[config.mk]
export PLATFORM = sky130hd
export DESIGN_NAME = hx711_multi_reader_flat
export DESIGN_NICKNAME = d
export VERILOG_FILES = /design/src/rtl/hx711_multi_reader_if.sv /design/src/rtl/hx711_multi_reader.sv /design/src/flat_wrapper.sv
export SDC_FILE = /design/constraint.sdc
export NUM_CORES = 1
export LEC_CHECK = 0
export ABC_AREA = 1
export CAP_MARGIN = 25
export CORE_ASPECT_RATIO = 0.5
export CORE_MARGIN = 2
export CORE_UTILIZATION = 40
export CTS_BUF_LIST = sky130_fd_sc_hd__clkbuf_4 sky130_fd_sc_hd__clkbuf_8 sky130_fd_sc_hd__clkbuf_16
export DETAILED_ROUTE_END_ITERATION = 8
export GPL_TIMING_DRIVEN = 0
export PLACE_DENSITY = 0.68
export SLEW_MARGIN = 20
export SYNTH_ARGS = -nofsm -noshare
export SYNTH_HDL_FRONTEND = slang
export SYNTH_SLANG_ARGS = --single-unit
[constraint.sdc]
create_clock -name clk_50 -period 10.4 [get_ports clk_50]
set_input_delay 3.12 -clock clk_50 [delete_from_list [all_inputs] [get_ports clk_50]]
set_output_delay 3.12 -clock clk_50 [all_outputs]
set_load 0.02 [all_outputs]
[src/rtl/hx711_multi_reader_if.sv]
// Pin and register-side bundle for the multi-channel HX711 reader.
// The slave modport is the reader itself; master is whoever drives the load cells and controls.
interface hx711_multi_reader_if #(
    parameter int NUM_CH = 2
);
    logic [NUM_CH-1:0]    dout;
    logic                 pd_sck;
    logic [1:0]           gain_sel;
    logic                 tare_req;
    logic                 power_down;
    logic [NUM_CH*24-1:0] value_raw;
    logic [NUM_CH*32-1:0] value_net;
    logic [NUM_CH*32-1:0] value_scaled;
    logic                 sample_valid;
    logic                 busy;
    logic                 timeout;

    modport master (
        output dout, gain_sel, tare_req, power_down,
        input  pd_sck, value_raw, value_net, value_scaled, sample_valid, busy, timeout
    );

    modport slave (
        input  dout, gain_sel, tare_req, power_down,
        output pd_sck, value_raw, value_net, value_scaled, sample_valid, busy, timeout
    );
endinterface

[src/rtl/hx711_multi_reader.sv]
// Reads NUM_CH HX711 converters over one shared pd_sck, averaging, taring
// and scaling each channel, with power-down handling and a no-data timeout.
module hx711_multi_reader #(
    parameter int NUM_CH      = 2,
    parameter int HALF_PERIOD = 32,
    parameter int SCALE       = 173,
    parameter int AVG_LOG2    = 2,
    parameter int TIMEOUT_CYC = 50000000
) (
    input  logic                 clk_50,
    input  logic                 rst_n,
    hx711_multi_reader_if.slave  bus
);
    localparam int HP_W = $clog2(HALF_PERIOD) + 1;
    localparam logic [HP_W-1:0]   HALF_LAST = HP_W'(HALF_PERIOD - 1);
    localparam logic [6:0]        AVG_LAST  = 7'((1 << AVG_LOG2) - 1);
    localparam logic [31:0]       IDLE_LAST = 32'(TIMEOUT_CYC - 1);
    localparam logic signed [31:0] SCALE_W  = 32'(SCALE);

    typedef enum logic [1:0] {IDLE, SHIFT, ACCUM, PWRDN} state_t;

    state_t              state;
    logic [4:0]          pulse_cnt;
    logic [4:0]          pulse_num;
    logic [HP_W-1:0]     half_cnt;
    logic [31:0]         idle_cnt;
    logic [6:0]          count;
    logic                tare_pend;
    logic                wake;
    logic [23:0]         shreg    [NUM_CH];
    logic signed [31:0]  acc      [NUM_CH];
    logic signed [31:0]  tare     [NUM_CH];
    logic signed [31:0]  acc_next [NUM_CH];
    logic signed [31:0]  avg      [NUM_CH];
    logic signed [31:0]  net      [NUM_CH];
    logic signed [31:0]  scaled   [NUM_CH];
    logic [4:0]          gain_pulses;
    logic                avg_done;

    // Only the low 32 bits of the product are kept, so a 32x32 multiply suffices.
    always_comb begin
        for (int i = 0; i < NUM_CH; i++) begin
            acc_next[i] = acc[i] + $signed({{8{shreg[i][23]}}, shreg[i]});
            avg[i]      = acc_next[i] >>> AVG_LOG2;
            net[i]      = tare_pend ? 32'sd0 : avg[i] - tare[i];
            scaled[i]   = net[i] * SCALE_W;
        end
        avg_done = (count == AVG_LAST);
        case (bus.gain_sel)
            2'd1:    gain_pulses = 5'd26;
            2'd2:    gain_pulses = 5'd27;
            default: gain_pulses = 5'd25;
        endcase
    end

    always_ff @(posedge clk_50) begin
        if (!rst_n) begin
            state            <= IDLE;
            bus.pd_sck       <= 1'b0;
            bus.value_raw    <= '0;
            bus.value_net    <= '0;
            bus.value_scaled <= '0;
            bus.sample_valid <= 1'b0;
            bus.busy         <= 1'b0;
            bus.timeout      <= 1'b0;
            pulse_cnt        <= '0;
            pulse_num        <= 5'd25;
            half_cnt         <= '0;
            idle_cnt         <= '0;
            count            <= '0;
            tare_pend        <= 1'b0;
            wake             <= 1'b0;
            for (int i = 0; i < NUM_CH; i++) begin
                shreg[i] <= '0;
                acc[i]   <= '0;
                tare[i]  <= '0;
            end
        end else begin
            bus.sample_valid <= 1'b0;
            if (bus.tare_req) begin
                tare_pend <= 1'b1;
            end
            case (state)
                IDLE: begin
                    bus.pd_sck <= 1'b0;
                    if (bus.power_down) begin
                        state      <= PWRDN;
                        bus.pd_sck <= 1'b1;
                        idle_cnt   <= '0;
                    end else if (bus.dout == '0) begin
                        state      <= SHIFT;
                        bus.busy   <= 1'b1;
                        bus.pd_sck <= 1'b1;
                        pulse_num  <= wake ? 5'd25 : gain_pulses;
                        wake       <= 1'b0;
                        pulse_cnt  <= '0;
                        half_cnt   <= '0;
                        idle_cnt   <= '0;
                    end else if (idle_cnt == IDLE_LAST) begin
                        bus.timeout <= 1'b1;
                        idle_cnt    <= '0;
                    end else begin
                        idle_cnt <= idle_cnt + 32'd1;
                    end
                end
                SHIFT: begin
                    if (bus.power_down) begin
                        state      <= PWRDN;
                        bus.pd_sck <= 1'b1;
                        bus.busy   <= 1'b0;
                    end else if (bus.pd_sck) begin
                        if (half_cnt == HALF_LAST) begin
                            half_cnt   <= '0;
                            bus.pd_sck <= 1'b0;
                            if (pulse_cnt < 5'd24) begin
                                for (int i = 0; i < NUM_CH; i++) begin
                                    shreg[i] <= {shreg[i][22:0], bus.dout[i]};
                                end
                            end
                        end else begin
                            half_cnt <= half_cnt + 1'b1;
                        end
                    end else begin
                        if (half_cnt == HALF_LAST) begin
                            half_cnt <= '0;
                            if (pulse_cnt == pulse_num - 5'd1) begin
                                state <= ACCUM;
                            end else begin
                                pulse_cnt  <= pulse_cnt + 5'd1;
                                bus.pd_sck <= 1'b1;
                            end
                        end else begin
                            half_cnt <= half_cnt + 1'b1;
                        end
                    end
                end
                ACCUM: begin
                    bus.busy <= 1'b0;
                    if (bus.power_down) begin
                        state      <= PWRDN;
                        bus.pd_sck <= 1'b1;
                    end else begin
                        state <= IDLE;
                        for (int i = 0; i < NUM_CH; i++) begin
                            bus.value_raw[i*24 +: 24] <= shreg[i];
                        end
                        if (avg_done) begin
                            bus.sample_valid <= 1'b1;
                            bus.timeout      <= 1'b0;
                            count            <= '0;
                            // A request arriving in this very cycle stays pending for the next average.
                            tare_pend        <= bus.tare_req;
                            for (int i = 0; i < NUM_CH; i++) begin
                                acc[i]                       <= '0;
                                bus.value_net[i*32 +: 32]    <= net[i];
                                bus.value_scaled[i*32 +: 32] <= scaled[i];
                                if (tare_pend) begin
                                    tare[i] <= avg[i];
                                end
                            end
                        end else begin
                            count <= count + 7'd1;
                            for (int i = 0; i < NUM_CH; i++) begin
                                acc[i] <= acc_next[i];
                            end
                        end
                    end
                end
                PWRDN: begin
                    count    <= '0;
                    idle_cnt <= '0;
                    wake     <= 1'b1;
                    for (int i = 0; i < NUM_CH; i++) begin
                        acc[i] <= '0;
                    end
                    if (bus.power_down) begin
                        bus.pd_sck <= 1'b1;
                    end else begin
                        bus.pd_sck <= 1'b0;
                        state      <= IDLE;
                    end
                end
                default: begin
                    state      <= IDLE;
                    bus.pd_sck <= 1'b0;
                    bus.busy   <= 1'b0;
                end
            endcase
        end
    end
endmodule

[src/flat_wrapper.sv]
// flat-port wrapper written by rule: the top's interface ports become plain ports
module hx711_multi_reader_flat 
#(
    parameter int NUM_CH      = 2,
    parameter int HALF_PERIOD = 32,
    parameter int SCALE       = 173,
    parameter int AVG_LOG2    = 2,
    parameter int TIMEOUT_CYC = 50000000
)
  (clk_50, rst_n, bus_dout, bus_gain_sel, bus_tare_req, bus_power_down, bus_pd_sck, bus_value_raw, bus_value_net, bus_value_scaled, bus_sample_valid, bus_busy, bus_timeout);
  hx711_multi_reader_if #(.NUM_CH(NUM_CH)) bus_i ();
  input  logic clk_50;
  input  logic rst_n;
  input wire logic [$bits(bus_i.dout)-1:0] bus_dout;
  input wire logic [$bits(bus_i.gain_sel)-1:0] bus_gain_sel;
  input wire logic [$bits(bus_i.tare_req)-1:0] bus_tare_req;
  input wire logic [$bits(bus_i.power_down)-1:0] bus_power_down;
  output wire logic [$bits(bus_i.pd_sck)-1:0] bus_pd_sck;
  output wire logic [$bits(bus_i.value_raw)-1:0] bus_value_raw;
  output wire logic [$bits(bus_i.value_net)-1:0] bus_value_net;
  output wire logic [$bits(bus_i.value_scaled)-1:0] bus_value_scaled;
  output wire logic [$bits(bus_i.sample_valid)-1:0] bus_sample_valid;
  output wire logic [$bits(bus_i.busy)-1:0] bus_busy;
  output wire logic [$bits(bus_i.timeout)-1:0] bus_timeout;
  assign bus_i.dout = bus_dout;
  assign bus_i.gain_sel = bus_gain_sel;
  assign bus_i.tare_req = bus_tare_req;
  assign bus_i.power_down = bus_power_down;
  assign bus_pd_sck = bus_i.pd_sck;
  assign bus_value_raw = bus_i.value_raw;
  assign bus_value_net = bus_i.value_net;
  assign bus_value_scaled = bus_i.value_scaled;
  assign bus_sample_valid = bus_i.sample_valid;
  assign bus_busy = bus_i.busy;
  assign bus_timeout = bus_i.timeout;
  hx711_multi_reader #(.NUM_CH(NUM_CH), .HALF_PERIOD(HALF_PERIOD), .SCALE(SCALE), .AVG_LOG2(AVG_LOG2), .TIMEOUT_CYC(TIMEOUT_CYC)) u_core (.clk_50(clk_50), .rst_n(rst_n), .bus(bus_i));
endmodule
==> results.py, run 1 <==
metrics = {
    "outcome": {
        "status": "finished, final reports clean",
    },
    "worst_setup_path": {
        "reg2reg_depth": 43,
        "reg2reg_slack_ps": 1750,
        "critical_path_required_ps": 10900,
        "critPathKind": "reg -> reg",
        "start_kind": "flop",
        "cp_max_fo": 6,
        "critical_path_arrival_ps": 9150,
        "timing.rr.start": "u_core.shreg[0][2]",
        "worstReg2RegEnd": "u_core.bus.value_scaled[31]",
        "slowest_stage": "a21oi_1",
        "critPathCaptureType": "flop",
        "critPathLaunch": "u_core.shreg[0][2]",
        "cp_slowest_stage_delay_ps": 570,
    },
    "sta": {
        "slew_viol_final": 0,
        "period_share_pct": 83.2,
        "maxSlewHeadroom_pct": 24.0,
        "skew_ps": 58.9,
        "max_freq_mhz": 116,
        "tightestPinTransition_ps": 1140,
        "min_period_ps": 8650,
        "rsz0062_at_grt": "false",
        "timing.hold.ws_ps": 466,
        "setup_viol": 0,
        "final-hold-violation-count": 0,
    },
    "logic_synthesis": {
        "synth-async-reset-ratio_pct": 0,
        "synthFlopType": "dfxtp_1",
        "ys_warn_count": 0,
        "synth_nets": 4509,
        "ys_seq_area_share_pct": 31.4,
        "ys_seq_elements": 404,
        "netlist_instances": 4041,
        "syn_area_per_cell_sq_um": 7.74,
        "ys_types": 60,
        "synth_area_sq_um": 31300,
        "synth_edf_count": 172,
    },
    "hold_path": {
        "hold_start": "u_core.bus.value_net[42]",
        "whs_path_depth": 2,
        "hp-class": "reg -> reg",
        "min_to": "u_core.bus.value_net[42]",
    },
    "route": {
        "dr.pass1.iters": 6,
        "num_vias": 27200,
        "drtIter0Drc": 2014,
        "viasPerCell": 5.09,
        "wl_microns": 95800,
        "wl_per_cell_microns": 17.9,
        "drc_errors": 0,
        "antenna_left": 0,
    },
    "grt": {
        "met3_usage_pct": 3.31,
        "antenna_found_initial": 0,
        "grtUsageMet2_pct": 38.8,
        "grt_max_degree": 46,
        "top_usage_layer": "met2",
        "grt_use_met1_pct": 32.7,
        "grt_pass1_wl_microns": 148000,
        "first_global_vias": 26400,
        "grt.total_usage_pct": 23.6,
        "overflow": 0,
    },
    "clocking": {
        "cts.sinks": 404,
        "cts_tree": "yes",
        "cts.htree.levels": 2,
        "clock_path_buffers": 3,
        "cts_inserted_buffers": 43,
        "clock_latency_ps": 640,
        "path_clk_slew_ps": 60,
        "post_cts_resized": 0,
        "holdBufCountCts": 0,
        "cts_root_buf": "clkbuf_16",
        "post-cts-setup-buffers": 0,
    },
    "cells_and_area": {
        "drive_gt1_share_pct": 5.12,
        "area_delta_synth_final_pct": 15.5,
        "final_util_pct": 46.7,
        "final_area_sq_um": 36100,
        "nets": 4748,
    },
    "die": {
        "num_rows": 72,
        "die_w_microns": 400,
        "die_h_microns": 202,
        "io_pins": 188,
        "dieArea_sq_um": 80600,
        "initial_core_util_pct": 40.4,
        "core_area_sq_um": 77400,
    },
    "place": {
        "dpl_cell_area_sq_um": 34600,
        "dp_hpwl_microns": 78400,
        "port-buffer-count": 187,
        "globalplace.congestion": 0.957,
    },
    "run": {
        "cap_viol_max_count": 0,
    },
}
state kept, by name, summed over array words and instances (netlist names):
signal                   cells
u_core.acc                  64
u_core.bus.busy              1
u_core.bus.pd_sck            1
u_core.bus.sample_valid      1
u_core.bus.timeout           1
u_core.bus.value_net        60
u_core.bus.value_raw        48
u_core.bus.value_scaled     64
u_core.count                 7
u_core.half_cnt              6
u_core.idle_cnt             32
u_core.pulse_cnt             5
u_core.pulse_num             2
u_core.shreg                48
u_core.state                 2
u_core.tare                 60
u_core.tare_pend             1
u_core.wake                  1
layer usage:
| layer | share of wire [%] | routed length (microns) |
|---|---|---|
| met3 | 6.5 | 6210 |
| met1 | 46 | 43900 |
| met4 | 2.3 | 2200 |
| met5 | 0 | 0 |
| met2 | 45 | 43500 |
critical path, delay by kind of cell, from the launching register on:
kind	cells	cell delay [ps]
simple gates	19	2600
buf+inv	8	490
xor+xnor	1	400
compound gates	8	1670
fa+ha+maj	7	2970
flops	1	400
through the flow:
stage          TNS (ps)  worst slack [ps]  cells
5_1_grt               0              1120   5351
3_5_place_dp          0              1880   5271
3_3_place_gp    -149760             -2500   5264
4_1_cts               0              1820   5351
2_1_floorplan         0              1530   4041
6_report              0              1750   5352
cells by family (layout without fill, tap and decap cells):
group                    after synthesis  count (layout)  share of synthesized area, %
AO/OA/AOI/OAI                        769             769                          13.7
XOR/XNOR                             106             106                          3.02
adder cells (fa/ha/maj)              460             460                          22.1
buffers and inverters                972            1246                          11.8
flip-flops                           404             404                          31.4
other                                  0               1                             0
AND/OR/NAND/NOR                     1330            1330                          18.0
Yosys cell counts, drive strengths merged (9+ instances only):
cell / number / area [sq um]
xnor2: 41 / 359
a21o: 25 / 188
clkbuf: 70 / 265
o21bai: 9 / 75.1
buf: 25 / 128
nand4: 38 / 238
nand2: 631 / 2430
or2: 10 / 62.6
a221oi: 9 / 78.8
a31oi: 20 / 125
a21oi: 371 / 1890
nor2: 453 / 1740
edfxtp: 172 / 5160
o21ai: 264 / 1370
nand3: 125 / 681
fa: 156 / 3120
xor2: 65 / 584
nor4: 19 / 150
dfxtp: 232 / 4640
nor3: 41 / 245
inv: 875 / 3280
a31o: 9 / 78.8
ha: 304 / 3800
o211ai: 25 / 188
area by class of cell:
cell class                      instances  area (sq um)
Timing Repair Buffer                  194          2020
Clock buffer                           58          1270
Fill cell                            7543         41200
Sequential cell                       404          9810
Tap cell                             1036          1300
Buffer                                 95           394
Multi-Input combinational cell       2665         17800
Clock inverter                         22           240
Inverter                              877          3290
Antenna cell                            1          2.50
worst max-delay path by stage:
stage	to	slack, ps	cells past startpoint
3_3_place_gp	u_core.tare[0][58]	-2500	8
5_1_grt	u_core.bus.value_scaled[31]	1120	43
4_1_cts	u_core.bus.value_scaled[31]	1820	43
2_1_floorplan	u_core.tare[0][0]	1530	7
3_5_place_dp	u_core.bus.value_scaled[31]	1880	43
6_report	u_core.bus.value_scaled[31]	1750	43
cell usage in the layout, fill, tap and decap left out, drive strengths merged, types with 2 or more instances in the layout:
| cell type | n |
|---|---|
| clkdlybuf4s50 | 187 |
| a21o | 25 |
| o211ai | 25 |
| dfxtp | 232 |
| nand4 | 38 |
| o31ai | 5 |
| nor3 | 41 |
| a31o | 9 |
| and3 | 6 |
| xor2 | 65 |
| nand3 | 125 |
| a21boi | 5 |
| nand2 | 631 |
| ha | 304 |
| a211oi | 7 |
| a31oi | 20 |
| nand3b | 4 |
| bufinv | 2 |
| clkinv | 15 |
| o221ai | 6 |
| o21bai | 9 |
| inv | 879 |
| nor4 | 19 |
| clkbuf | 128 |
| buf | 32 |
| o21ai | 264 |
| o21a | 8 |
| nor2 | 453 |
| xnor2 | 41 |
| clkinvlp | 3 |
| a221oi | 9 |
| nor3b | 2 |
| a21oi | 371 |
| fa | 156 |
| or2 | 10 |
| edfxtp | 172 |
| o2111ai | 2 |
Power of run 1 is left out: the tool's default activity adds up to more than one toggle a clock period on the data nets, which glitch-free logic cannot reach.
==> inputs of run 2 (changes only) <==
- clock period: 10.4 -> 8.95 ns (I/O delays scaled with it)
==> run 2 against run 1 <==
Register-to-register slack got worse by 1200 ps; final cell count unchanged; design area increased by 0.10%; utilization about the same; highest routed layer unchanged.
==> results.py, run 2 (synthesis results as in run 1) <==
metrics = {
    "cells_and_area": {
        "nets": 4748,
        "top_regs": "u_core.acc (64), u_core.bus.value_scaled (64)",
        "multiInputGateArea_sq_um": 17900,
        "final_cell_mix": "inv_1, nand2_1, nor2_1, a21oi_1, ha_1",
        "area_delta_synth_final_pct": 15.6,
        "ff_latch_area_sq_um": 9810,
        "final_common_cell": "inv_1",
        "fillers": 7540,
        "drive_gt1_share_pct": 5.33,
    },
    "die": {
        "dieArea_sq_um": 80600,
        "die_h_microns": 202,
        "die_w_microns": 400,
        "core_area_sq_um": 77400,
        "num_rows": 72,
        "initial_core_util_pct": 40.4,
        "io_pins": 188,
    },
    "sta": {
        "final-hold-violation-count": 0,
        "rsz0062_at_grt": "false",
        "period_share_pct": 93.6,
        "min_period_ps": 8370,
        "setup_viol": 0,
        "tns_ps": 0,
        "maxSlewHeadroom_pct": 22.5,
        "slew_viol_final": 0,
        "skew_ps": 58.2,
        "tightestPinTransition_ps": 1160,
        "max_freq_mhz": 119,
    },
    "grt": {
        "overflow": 0,
        "antenna_found_initial": 0,
        "first_global_vias": 26400,
        "grt_max_degree": 46,
        "grt.total_usage_pct": 23.6,
        "grt_pass1_wl_microns": 148000,
    },
    "place": {
        "port-buffer-count": 187,
        "globalplace.congestion": 0.957,
        "dp_hpwl_microns": 78400,
    },
    "worst_setup_path": {
        "start_kind": "flop",
        "critPathKind": "reg -> reg",
        "cp_top_family": "adder cells",
        "critPathCaptureType": "flop",
        "cp_max_fo": 6,
        "critical_path_arrival_ps": 8870,
        "critical_path_required_ps": 9450,
        "critPathBufInv": 8,
        "slowest_stage": "fa_1",
        "cp_slowest_stage_delay_ps": 530,
    },
    "route": {
        "num_vias": 27200,
        "drc_errors": 0,
        "drtIter0Drc": 2138,
        "dr.pass1.iters": 7,
        "wl_microns": 95800,
        "viasPerCell": 5.09,
        "antenna_left": 0,
        "wl_per_cell_microns": 17.9,
    },
    "clocking": {
        "post-cts-setup-buffers": 0,
        "cts.htree.levels": 2,
        "path_clk_slew_ps": 60,
        "cts_root_buf": "clkbuf_16",
        "clock_path_buffers": 3,
        "clock_latency_ps": 640,
        "holdBufCountCts": 0,
        "cts.sinks": 404,
        "cts_tree": "yes",
        "cts_inserted_buffers": 43,
    },
    "run": {
        "cap_viol_max_count": 0,
    },
    "hold_path": {
        "hp-class": "reg -> reg",
    },
    "outcome": {
        "status": "finished, final reports clean",
    },
}
-- run 2: path summary, 6_finish.rpt --
| kind | startpoint | end | slack, ps | depth (start not counted) |
|---|---|---|---|---|
| max | u_core.shreg[0][2] | u_core.bus.value_scaled[31] | 580 | 43 |
| min | u_core.bus.value_net[42] | u_core.bus.value_net[42] | 470 | 2 |
| max reg2reg | u_core.shreg[0][2] | u_core.bus.value_scaled[31] | 580 | 43 |
| min reg2reg | u_core.bus.value_net[42] | u_core.bus.value_net[42] | 470 | 2 |
-- run 2: cell type report --
type,count,area share [%]
clock buffers,58,3.52
inverters,877,9.10
flip-flops and latches,404,27.1
repair buffers,194,5.58
plain buffers,95,1.09
diodes,1,0.00692
multi-input cells,2665,49.3
clock inverters,22,0.664
well taps,1036,3.58
-- run 2: routing by layer --
| layer | GRT usage (%) | part of all wire (%) | vias up | routed length [microns] |
|---|---|---|---|---|
| met5 | 0 | 0 | - | 0 |
| met4 | 5.80 | 2.2 | 0 | 2090 |
| met3 | 3.31 | 6.8 | 115 | 6500 |
| met2 | 38.8 | 46 | 812 | 43600 |
| met1 | 32.7 | 46 | 12900 | 43600 |
| li1 | - | - | 13400 | - |
-- run 2: timing repair --
item	CTS	global route
resized for setup	0	9
setup endpoints to repair	0	6
endpoints found under the hold margin	0	0
-- run 2: worst min-delay path, delay by kind of cell, from the launching register on --
family	cells	cell delay, ps
flops	1	310
simple gates	1	60
compound gates	1	60
-- run 2: metrics by stage --
stage | cell area [sq um] | hold slack, ps | utilization [%] | instances | worst slack [ps]
2_1_floorplan | 31300 | 440 | - | 4041 | 517
3_3_place_gp | 34500 | 450 | 44.5 | 5264 | -3520
3_5_place_dp | 34600 | 455 | 44.8 | 5271 | 432
4_1_cts | 36100 | 465 | 46.7 | 5351 | 372
5_1_grt | 36200 | 484 | 46.8 | 5351 | 15.1
6_report | 36200 | 468 | 46.8 | 5352 | 575
Power of run 2 is left out for the same reason.
